==> config.mk <==
export PLATFORM = sky130hd
export DESIGN_NAME = qtz_hv_collector
export DESIGN_NICKNAME = d
export VERILOG_FILES = /design/src/rtl/qtz_pkg.sv /design/src/rtl/qtz_hv_outbuf.sv /design/src/rtl/qtz_hv_collector.sv
export SDC_FILE = /design/constraint.sdc
export NUM_CORES = 1
export LEC_CHECK = 0
export CORE_MARGIN = 10
export CORE_UTILIZATION = 52
export CTS_CLUSTER_SIZE = 14
export DETAILED_ROUTE_END_ITERATION = 8
export GPL_TIMING_DRIVEN = 0
export PLACE_DENSITY = 0.79
export RECOVER_POWER = 50
export SYNTH_ARGS = -nofsm -noshare
export SYNTH_HDL_FRONTEND = slang
export SYNTH_HIERARCHICAL = 1
export SYNTH_SLANG_ARGS = --single-unit
==> constraint.sdc <==
create_clock -name clk -period 2.5 [get_ports clk]
set_clock_uncertainty 0.05 [all_clocks]
set_input_delay 0.25 -clock clk [delete_from_list [all_inputs] [get_ports clk]]
set_output_delay 0.25 -clock clk [all_outputs]
set_load 0.03 [all_outputs]
==> src/rtl/qtz_pkg.sv <==
// Shared sizing and collector state encoding for the quantizer segment-mapping path.
package qtz_pkg;

  localparam int unsigned SEQ_CYCLE_COUNT = 4;
  localparam int unsigned CTR_W           = $clog2(SEQ_CYCLE_COUNT);
  localparam int unsigned SEG_W           = 32;
  localparam int unsigned HV_W            = SEG_W * SEQ_CYCLE_COUNT;

  typedef enum logic [1:0] {
    S_IDLE      = 2'd0,
    S_COLLECT   = 2'd1,
    S_WAIT_DONE = 2'd2
  } coll_state_t;

endpackage

==> src/rtl/qtz_hv_outbuf.sv <==
// Single-entry valid/ready holding register for completed hypervectors.
// A load while full and not draining is dropped and flagged on ovf_c.
module qtz_hv_outbuf
  import qtz_pkg::*;
(
  input  logic            clk,
  input  logic            nrst,
  input  logic            load,
  input  logic [HV_W-1:0] load_data,
  input  logic            hv_ready,
  output logic            hv_valid,
  output logic [HV_W-1:0] hv_data,
  output logic            ovf_c
);

  assign ovf_c = load & hv_valid & ~hv_ready;

  // A load coincident with a transfer replaces the departing HV.
  always_ff @(posedge clk) begin
    if (!nrst) begin
      hv_valid <= 1'b0;
      hv_data  <= '0;
    end else if (load && (!hv_valid || hv_ready)) begin
      hv_valid <= 1'b1;
      hv_data  <= load_data;
    end else if (hv_valid && hv_ready) begin
      hv_valid <= 1'b0;
    end
  end

endmodule

==> src/rtl/qtz_hv_collector.sv <==
// Reassembles per-cycle segments from the mapping FSM into full hypervectors
// and hands them downstream through a separate output buffer.
module qtz_hv_collector
  import qtz_pkg::*;
(
  input  logic             clk,
  input  logic             nrst,
  input  logic             en,
  input  logic             mapping_hv_segment,
  input  logic [CTR_W-1:0] ctr,
  input  logic [SEG_W-1:0] seg_data,
  input  logic             mapping_done,
  input  logic             err_clr,
  output logic             hv_valid,
  input  logic             hv_ready,
  output logic [HV_W-1:0]  hv_data,
  output logic             busy,
  output logic             seq_err,
  output logic             ovf_err
);

  coll_state_t                         state;
  logic [SEQ_CYCLE_COUNT-1:0]          mask;
  logic [CTR_W-1:0]                    exp_idx;
  logic [SEQ_CYCLE_COUNT-1:0][SEG_W-1:0] asm_buf;

  logic                       cap_c;
  logic                       commit_c;
  logic                       restart_c;
  logic                       seq_evt_c;
  logic                       ovf_evt_c;
  logic [SEQ_CYCLE_COUNT-1:0] mask_base_c;
  logic [SEQ_CYCLE_COUNT-1:0] mask_new_c;
  logic [CTR_W-1:0]           exp_base_c;

  // A segment landing in S_WAIT_DONE starts a fresh assembly from empty.
  always_comb begin
    cap_c       = en & mapping_hv_segment & ~mapping_done;
    commit_c    = mapping_done & (state == S_WAIT_DONE);
    restart_c   = cap_c & (state == S_WAIT_DONE);
    mask_base_c = restart_c ? '0 : mask;
    exp_base_c  = restart_c ? '0 : exp_idx;
    mask_new_c  = mask_base_c | (SEQ_CYCLE_COUNT'(1) << ctr);
    seq_evt_c   = (mapping_done & ~commit_c) | restart_c
                | (cap_c & (ctr != exp_base_c));
  end

  // mapping_done always closes the assembly, either as a commit or an abort.
  always_ff @(posedge clk) begin
    if (!nrst) begin
      state   <= S_IDLE;
      mask    <= '0;
      exp_idx <= '0;
      busy    <= 1'b0;
      seq_err <= 1'b0;
      ovf_err <= 1'b0;
    end else begin
      seq_err <= seq_evt_c | (seq_err & ~err_clr);
      ovf_err <= ovf_evt_c | (ovf_err & ~err_clr);
      if (mapping_done) begin
        state   <= S_IDLE;
        busy    <= 1'b0;
        mask    <= '0;
        exp_idx <= '0;
      end else if (cap_c) begin
        mask    <= mask_new_c;
        exp_idx <= exp_base_c + CTR_W'(1);
        busy    <= 1'b1;
        state   <= (&mask_new_c) ? S_WAIT_DONE : S_COLLECT;
      end
    end
  end

  // Slot storage needs no reset; mask gates which slots are meaningful.
  always_ff @(posedge clk) begin
    if (cap_c) asm_buf[ctr] <= seg_data;
  end

  qtz_hv_outbuf u_outbuf (
    .clk       (clk),
    .nrst      (nrst),
    .load      (commit_c),
    .load_data (asm_buf),
    .hv_ready  (hv_ready),
    .hv_valid  (hv_valid),
    .hv_data   (hv_data),
    .ovf_c     (ovf_evt_c)
  );

endmodule

=== Yosys cells after proc, flatten, opt, wreduce, memory -nomap -nowiden ===
Cells that the tools add are included.

* Input bits: 41
* Output and inout bits: 132
* Flip-flop bits (word level): 268

* Equality and inequality tests: 2
* Bitwise operators: 20
* Shift operators: 1
* Add/subtract/negate cells: 1
* Order comparisons: 2
* Reductions and logical operators: 8
* Muxes and demuxes: 8

{| class="wikitable"
|+ Operator list
! cell !! number
|-
| $bwmux W128 || 1
|-
| $demux W32 S2 || 1
|-
| $mux W32 || 1
|-
| $and A1 B1 Y1 || 10
|-
| $not A1 Y1 || 5
|-
| $mux W2 || 2
|-
| $mux W4 || 1
|-
| $or A1 B1 Y1 || 4
|-
| $or A4 B4 Y4 || 1
|-
| $reduce_and A4 Y1 || 1
|-
| $shl A1 B2 Y4 const A || 1
|-
| $logic_and A1 B1 Y1 || 3
|-
| $lt A2 B3 Y1 const B || 1
|-
| $add A2 B1 Y2 const B || 1
|-
| $eq A2 B2 Y1 const B || 1
|-
| $ge A2 B1 Y1 const B || 1
|-
| $mux W1 || 2
|-
| $ne A2 B2 Y1 || 1
|-
| $reduce_bool A2 Y1 || 1
|-
| $reduce_or A2 Y1 || 1
|-
| $logic_not A1 Y1 || 1
|-
| $logic_or A1 B1 Y1 || 1
|}

=== Longest topological paths before layout ===
Gate-level depths: netlist (run 1).

* Depth after elaboration: 8
* Mapped depth: 6
* Gate-level depth less buffers: 4

=== By module ===
The synthesis (run 1) kept the hierarchy.

{| class="wikitable"
|+ Modules (own cells, without submodules)
! module !! area each (µm²) !! instances !! cells each
|-
| qtz_hv_outbuf || 5280.1 || 1 || 560
|-
| qtz_hv_collector || 4390.5 || 1 || 193
|}

=== Least setup slack after synthesis (run 1) ===
No wires, ideal clock.

* Path type: input to register
* From: input mapping_done
* To: register asm_buf[32] (netlist bit), enable pin
* Library setup time: 387 ps
* Arrival: 1470 ps
* Cell stages on the path: 5
* Path slack: 594 ps
* Path through: and3b_1 -> buf_4 -> nand2_1 -> or2_1 -> inv_1

* Longest elaborated chain between the ends: 2

{| class="wikitable"
|+ RTL lines
! element !! RTL line !! source
|-
| from (decl) || qtz_hv_collector.sv:12 || <nowiki>input logic mapping_done,</nowiki>
|-
| $not A1 Y1 || qtz_hv_collector.sv:38 || <nowiki>cap_c = en & mapping_hv_segment & ~mapping_done;</nowiki>
|-
| $and A1 B1 Y1 || qtz_hv_collector.sv:38 ||
|-
| to (signal, indexed assignment) || qtz_hv_collector.sv:76 || <nowiki>if (cap_c) asm_buf[ctr] <= seg_data;</nowiki>
|-
| to (decl) || qtz_hv_collector.sv:25 || <nowiki>logic [SEQ_CYCLE_COUNT-1:0][SEG_W-1:0] asm_buf;</nowiki>
|}

No other way between the ends.
A chain may end at the register's enable or synchronous reset.

=== Worst setup path in the final report (run 1) ===
* From: input mapping_done
* To: register asm_buf[39] (netlist bit), enable pin

Same word-level chain as after synthesis.

==> flow_summary.json, run 1 <==
{
  "clk_latency_ns": 0.53,
  "drc": 0,
  "ys_seq_elements": 268,
  "cts.clk_slew.worst_paths_ns": 0.06,
  "slew_violations": 0,
  "hold_buffers": 0,
  "yosysTopAreaCell": "edfxtp_1",
  "grt_pass1_vias": 6402,
  "clk_path_buf_depth": 3,
  "grt_pass1_wl_microns": 36900,
  "p_int_uw": 6970,
  "die-area_sq_um": 24500,
  "arrival_ns": 2.17,
  "grt_setup_unrepaired": "no",
  "synth_most_common_cell": "nand2_1",
  "drt_iter0_drc": 340,
  "final.period_utilization_pct": 83.0,
  "track_usage_pct": 19.3,
  "cpPeakStageDelay_ns": 0.63,
  "cp.required_ns": 2.59,
  "viasPerCell": 5.15,
  "cts_root_buf": "clkbuf_16",
  "vdd_ir_drop_max_mv": 0.635,
  "cts_setup_buffers": 0,
  "max_slew_margin_pct": 36.8,
  "yosysSeqAreaShare_pct": 68.7,
  "dieWidth_microns": 156,
  "cts_buffers": 27,
  "post-place-ws_ns": -0.0161,
  "max_cap_viol_count": 0,
  "end_kind": "flop",
  "cts_tree": "built",
  "power_density_nw_per_um2": 711,
  "area_growth_pct": 28.1,
  "critPathKind": "in2reg",
  "cts_resized": 0,
  "worst-slew-pin-transition_ns": 0.949,
  "synth_ff_type": "dfxtp_1",
  "pwr-share-seq_pct": 52.8,
  "dp.cells": 1154,
  "finalSetupViolCount": 0,
  "hold_violations": 0,
  "gp_congestion": 0.779,
  "antenna_left": 0,
  "die_h_microns": 156,
  "crit_fanout": 32,
  "coreArea_sq_um": 18100,
  "grt_start_max_net_pins": 34,
  "io_buffers": 172,
  "fin_cells": 1204,
  "min_path_type": "in2reg",
  "critical-path-slowest-cell": "inv_2",
  "vias": 6200,
  "grt_antenna_before_repair": 1,
  "fin_ws_ns": 0.425,
  "cp-start-kind": "primary input",
  "first_pass_iters": 5,
  "clock-sinks": 268,
  "ys_warn_count": 6,
  "sw_frac_of_total_pct": 20.8,
  "p_sw_uw": 1830,
  "globalRouteOverflowTotal": 0,
  "netlist_top_cells_count": "263 x nand2_1, 140 x dfxtp_1, 128 x edfxtp_1, 128 x mux2i_1, 27 x buf_2",
  "synth_area_leaders": "edfxtp_1 40%, dfxtp_1 29%, mux2i_1 13%",
  "synth_fp_nets": 794,
  "io_pins": 173,
  "fmax_ghz": 0.482,
  "wire_per_inst_microns": 19.9,
  "routed_wl_microns": 24000,
  "p_leak_uw": 0.00429,
  "yosysTopAreaCellShare_pct": 39.7,
  "netlist_area_sq_um": 9670,
  "crit_chain": "dlygate4sd3_1, and3b_1, buf_4, nand2_1, or2_0, inv_2",
  "fin_nets": 995,
  "dpl.hpwl_microns": 15900,
  "layout_min_cycle_time_ns": 2.08,
  "synth_cell_type_count": 32,
  "status": "finished clean",
  "synth_edf_count": 128,
  "p_comb_share_pct": 3.0,
  "p_clk_share_pct": 44.1,
  "avgSynthCellArea_sq_um": 12.8,
  "syn_inst": 753,
  "rows": 49,
  "cts-htree-levels": 1,
  "drive_above_1_share_pct": 9.14,
  "start_util_pct": 53.3,
  "async_flop_share_pct": 0
}
-- state kept, by name, indices dropped and copies added, names as in the netlist --
signal             flops
ovf_err                1
u_outbuf/hv_data     128
asm_buf              128
u_outbuf/hv_valid      1
exp_idx                2
busy                   1
state                  2
seq_err                1
mask                   4
-- placed cells by master (no fill, tap or decap), types with 10 or more instances in the layout --
master	netlist	final
mux2i_1	128	128
dfxtp_1	140	140
edfxtp_1	128	128
buf_2	27	26
nand2_1	263	264
dlygate4sd3_1	0	41
clkbuf_16	0	28
clkbuf_2	0	10
clkdlybuf4s50_1	0	131
-- worst max-delay path, delay by kind of cell --
| family | cells | cell delay, ns |
|---|---|---|
| and+or+nand+nor | 3 | 0.52 |
| buffers and inverters | 3 | 1.37 |
-- layer usage --
layer | wire [microns] | GRT usage (%)
met2 | 11500 | 32.2
met3 | 1850 | 5.32
met4 | 639 | 5.57
met5 | 0 | 0
met1 | 10000 | 24.2
-- layout make-up --
class | count | area (sq um)
tap | 229 | 287
clock inverter | 16 | 121
buffer | 44 | 270
sequential | 268 | 6650
timing repair buffer | 172 | 1720
clock buffer | 33 | 749
fill | 1324 | 5760
multi-input combinational | 439 | 2580
antenna | 1 | 2.50
inverter | 2 | 7.51
-- worst paths after layout --
check | from | end | slack (ns) | cells after the start
worst max-delay path | mapping_done | asm_buf[39]$_DFFE_PP_ | 0.42 | 6
worst min-delay path | nrst | ovf_err$_SDFF_PN0_ | 0.34 | 2
worst min register to register | u_outbuf/hv_data[41]$_SDFFE_PN0P_ | u_outbuf/hv_data[41]$_SDFFE_PN0P_ | 0.40 | 2
worst max register to register | state[1]$_SDFFE_PP0P_ | u_outbuf/hv_data[5]$_SDFFE_PN0P_ | 0.43 | 6
-- stage by stage --
step	TNS (ns)	hold WS (ns)	instance area, sq um	power [uW]	utilization [%]
after detailed placement	-0.411	0.396	11700	5030	64.4
after floorplan	0	0.299	9670	4860	-
after global placement	-23.25	0.391	11700	5020	64.4
final	0	0.336	12400	8800	68.3
after CTS	0	0.299	12500	8870	69.2
after global routing	0	0.361	12400	9060	68.3
-- power by group through the flow --
stage / combinational [uW] / clock [uW] / sequential [uW]
after detailed placement: 280 / 0 / 4750
final: 268 / 3880 / 4650
after global routing: 295 / 4110 / 4650
after floorplan: 115 / 0 / 4750
after CTS: 283 / 3940 / 4650
after global placement: 274 / 0 / 4750
-- kinds of logic after synthesis --
| family | synth area share [%] |
|---|---|
| AOI/OAI and AO/OA | 1.28 |
| xor gates and xnor gates | 0.181 |
| buffers and inverters | 4.44 |
| DFF | 68.7 |
| muxes | 13.2 |
| and+or+nand+nor | 12.1 |
Power figures use the tool's default switching activity.
==> inputs of run 2 (changes only) <==
clock period = 2.16 ns   (was 2.5 ns; I/O delays follow)
==> run 2 against run 1 <==
Sequential power increased by 16%. Non-clock buffer count unchanged. Sequential share of layout area decreased by 0.59 points. Power increased by 16%. Die area unchanged. Design area increased by 1.1%. Critical path type is now reg2reg. Largest cell class unchanged. Highest routed layer unchanged.
==> flow_summary.json, run 2 (synthesis gave the netlist of run 1 again) <==
{
  "path_delay_family": "simple AND/OR/NAND/NOR gates",
  "fin_nets": 995,
  "antenna_left": 0,
  "dpl.hpwl_microns": 15900,
  "final.period_utilization_pct": 91.2,
  "final_core_util_pct": 69.0,
  "min_path_type": "in2reg",
  "critical-path-slowest-cell": "nor2b_1",
  "hold_buffers": 0,
  "start_util_pct": 53.3,
  "cpMostUsedCell": "nor2b_1",
  "io_buffers": 172,
  "drc": 0,
  "cts_setup_buffers": 0,
  "grt_pass1_vias": 6402,
  "layout_common_cells": "264 x nand2_1, 140 x dfxtp_1, 128 x edfxtp_1, 128 x mux2i_1, 120 x clkdlybuf4s50_1",
  "grt_setup_unrepaired": "no",
  "status": "finished clean",
  "coreArea_sq_um": 18100,
  "routed_wl_microns": 24000,
  "area_growth_pct": 29.5,
  "hold_violations": 0,
  "cpPeakStageDelay_ns": 0.37,
  "grt_antenna_before_repair": 1,
  "drive_above_1_share_pct": 9.14,
  "clk_path_buf_depth": 3,
  "dieWidth_microns": 156,
  "crit_fanout": 10,
  "gp_congestion": 0.779,
  "wire_per_inst_microns": 19.9,
  "drt_iter0_drc": 342,
  "die_h_microns": 156,
  "largestRegisters": "asm_buf x128, u_outbuf/hv_data x128, mask x4",
  "final_common_cell": "nand2_1",
  "cts_buffers": 27,
  "grt_pass1_wl_microns": 36900,
  "vias": 6204,
  "max_slew_margin_pct": 37.2,
  "slew_violations": 0,
  "track_usage_pct": 19.3,
  "setup_tns_ns": 0,
  "arrival_ns": 2.37,
  "die-area_sq_um": 24500,
  "worst-slew-pin-transition_ns": 0.942,
  "vdd_ir_drop_max_mv": 0.734,
  "cts-htree-levels": 1,
  "cp_num_buf_inv": 2,
  "p_leak_uw": 0.00436,
  "viasPerCell": 5.15,
  "end_kind": "flop",
  "crit_chain": "nor2b_1, and2_0, nor2b_1, buf_12, buf_4, mux2i_1",
  "cts_tree": "built",
  "clk_latency_ns": 0.53,
  "clock-sinks": 268,
  "n_fill_cell": 1307,
  "first_pass_iters": 5,
  "cts_resized": 0,
  "globalRouteOverflowTotal": 0,
  "cts_root_buf": "clkbuf_16",
  "power_density_nw_per_um2": 813,
  "cp.required_ns": 2.56,
  "critPathKind": "reg2reg",
  "rows": 49,
  "finalSetupViolCount": 0,
  "io_pins": 173,
  "cts.clk_slew.worst_paths_ns": 0.06,
  "cp-start-kind": "flop",
  "grt_start_max_net_pins": 34,
  "layout_min_cycle_time_ns": 1.97,
  "fmax_ghz": 0.508,
  "max_cap_viol_count": 0
}
[run 2: cell count changes in the layout (fill, tap and decap cells not counted)]
cell,change
clkdlybuf4s50_1,-11
dlygate4sd3_1,+11
clkbuf_2,-10
buf_12,+9
buf_4,+1
or2_0,-1
or2_1,+1
[run 2: worst register-to-register path, cell delays in order (launching register included)]
cell and delay (ns):
dfxtp_1 0.33, nor2b_1 0.21, and2_0 0.21, nor2b_1 0.37
buf_12 0.23, buf_4 0.28, mux2i_1 0.21
[run 2: path summary, 6_finish.rpt]
check | from | end | slack [ns] | depth (start not counted)
setup / recovery | state[1]$_SDFFE_PP0P_ | u_outbuf/hv_data[52]$_SDFFE_PN0P_ | 0.19 | 6
hold / removal | err_clr | ovf_err$_SDFF_PN0_ | 0.32 | 3
setup reg to reg | state[1]$_SDFFE_PP0P_ | u_outbuf/hv_data[52]$_SDFFE_PN0P_ | 0.19 | 6
hold reg to reg | u_outbuf/hv_data[41]$_SDFFE_PN0P_ | u_outbuf/hv_data[41]$_SDFFE_PN0P_ | 0.40 | 2
[run 2: power by group]
group	internal, uW	total, uW	switching, uW	leakage [uW]
Sequential	5370	5380	13.3	0.00228
Combinational	104	310	207	0.00165
Clock	2590	4490	1900	0.000430
[run 2: layer usage]
metal	vias to the layer above	share of wire (%)	global-route usage, %
li1	2963	-	-
met1	3011	43	24.2
met2	192	47	32.2
met3	38	7.3	5.32
met4	0	2.7	5.57
met5	-	0	0
[run 2: final cells by class]
cell class / count / area (sq um) / share of cell area, %
sequential: 268 / 6650 / 53.1
multi-input combinational: 439 / 2580 / 20.6
timing repair buffer: 172 / 1720 / 13.7
clock buffer: 33 / 749 / 5.98
buffer: 44 / 408 / 3.26
tap: 229 / 287 / 2.29
clock inverter: 16 / 121 / 0.969
inverter: 2 / 7.51 / 0.0599
antenna: 1 / 2.50 / 0.0200
[run 2: metrics by stage]
step                      hold WS, ns  power [uW]  worst slack (ns)  area (sq um)  instances
after global routing            0.330       10500            0.0411         12500       1204
after floorplan                 0.265        5630             0.288          9670        753
final                           0.316       10200             0.191         12500       1204
after global placement          0.391        5810            -0.757         11700       1154
after CTS                       0.265       10300             0.211         12500       1203
after detailed placement        0.396        5820            -0.322         11700       1154
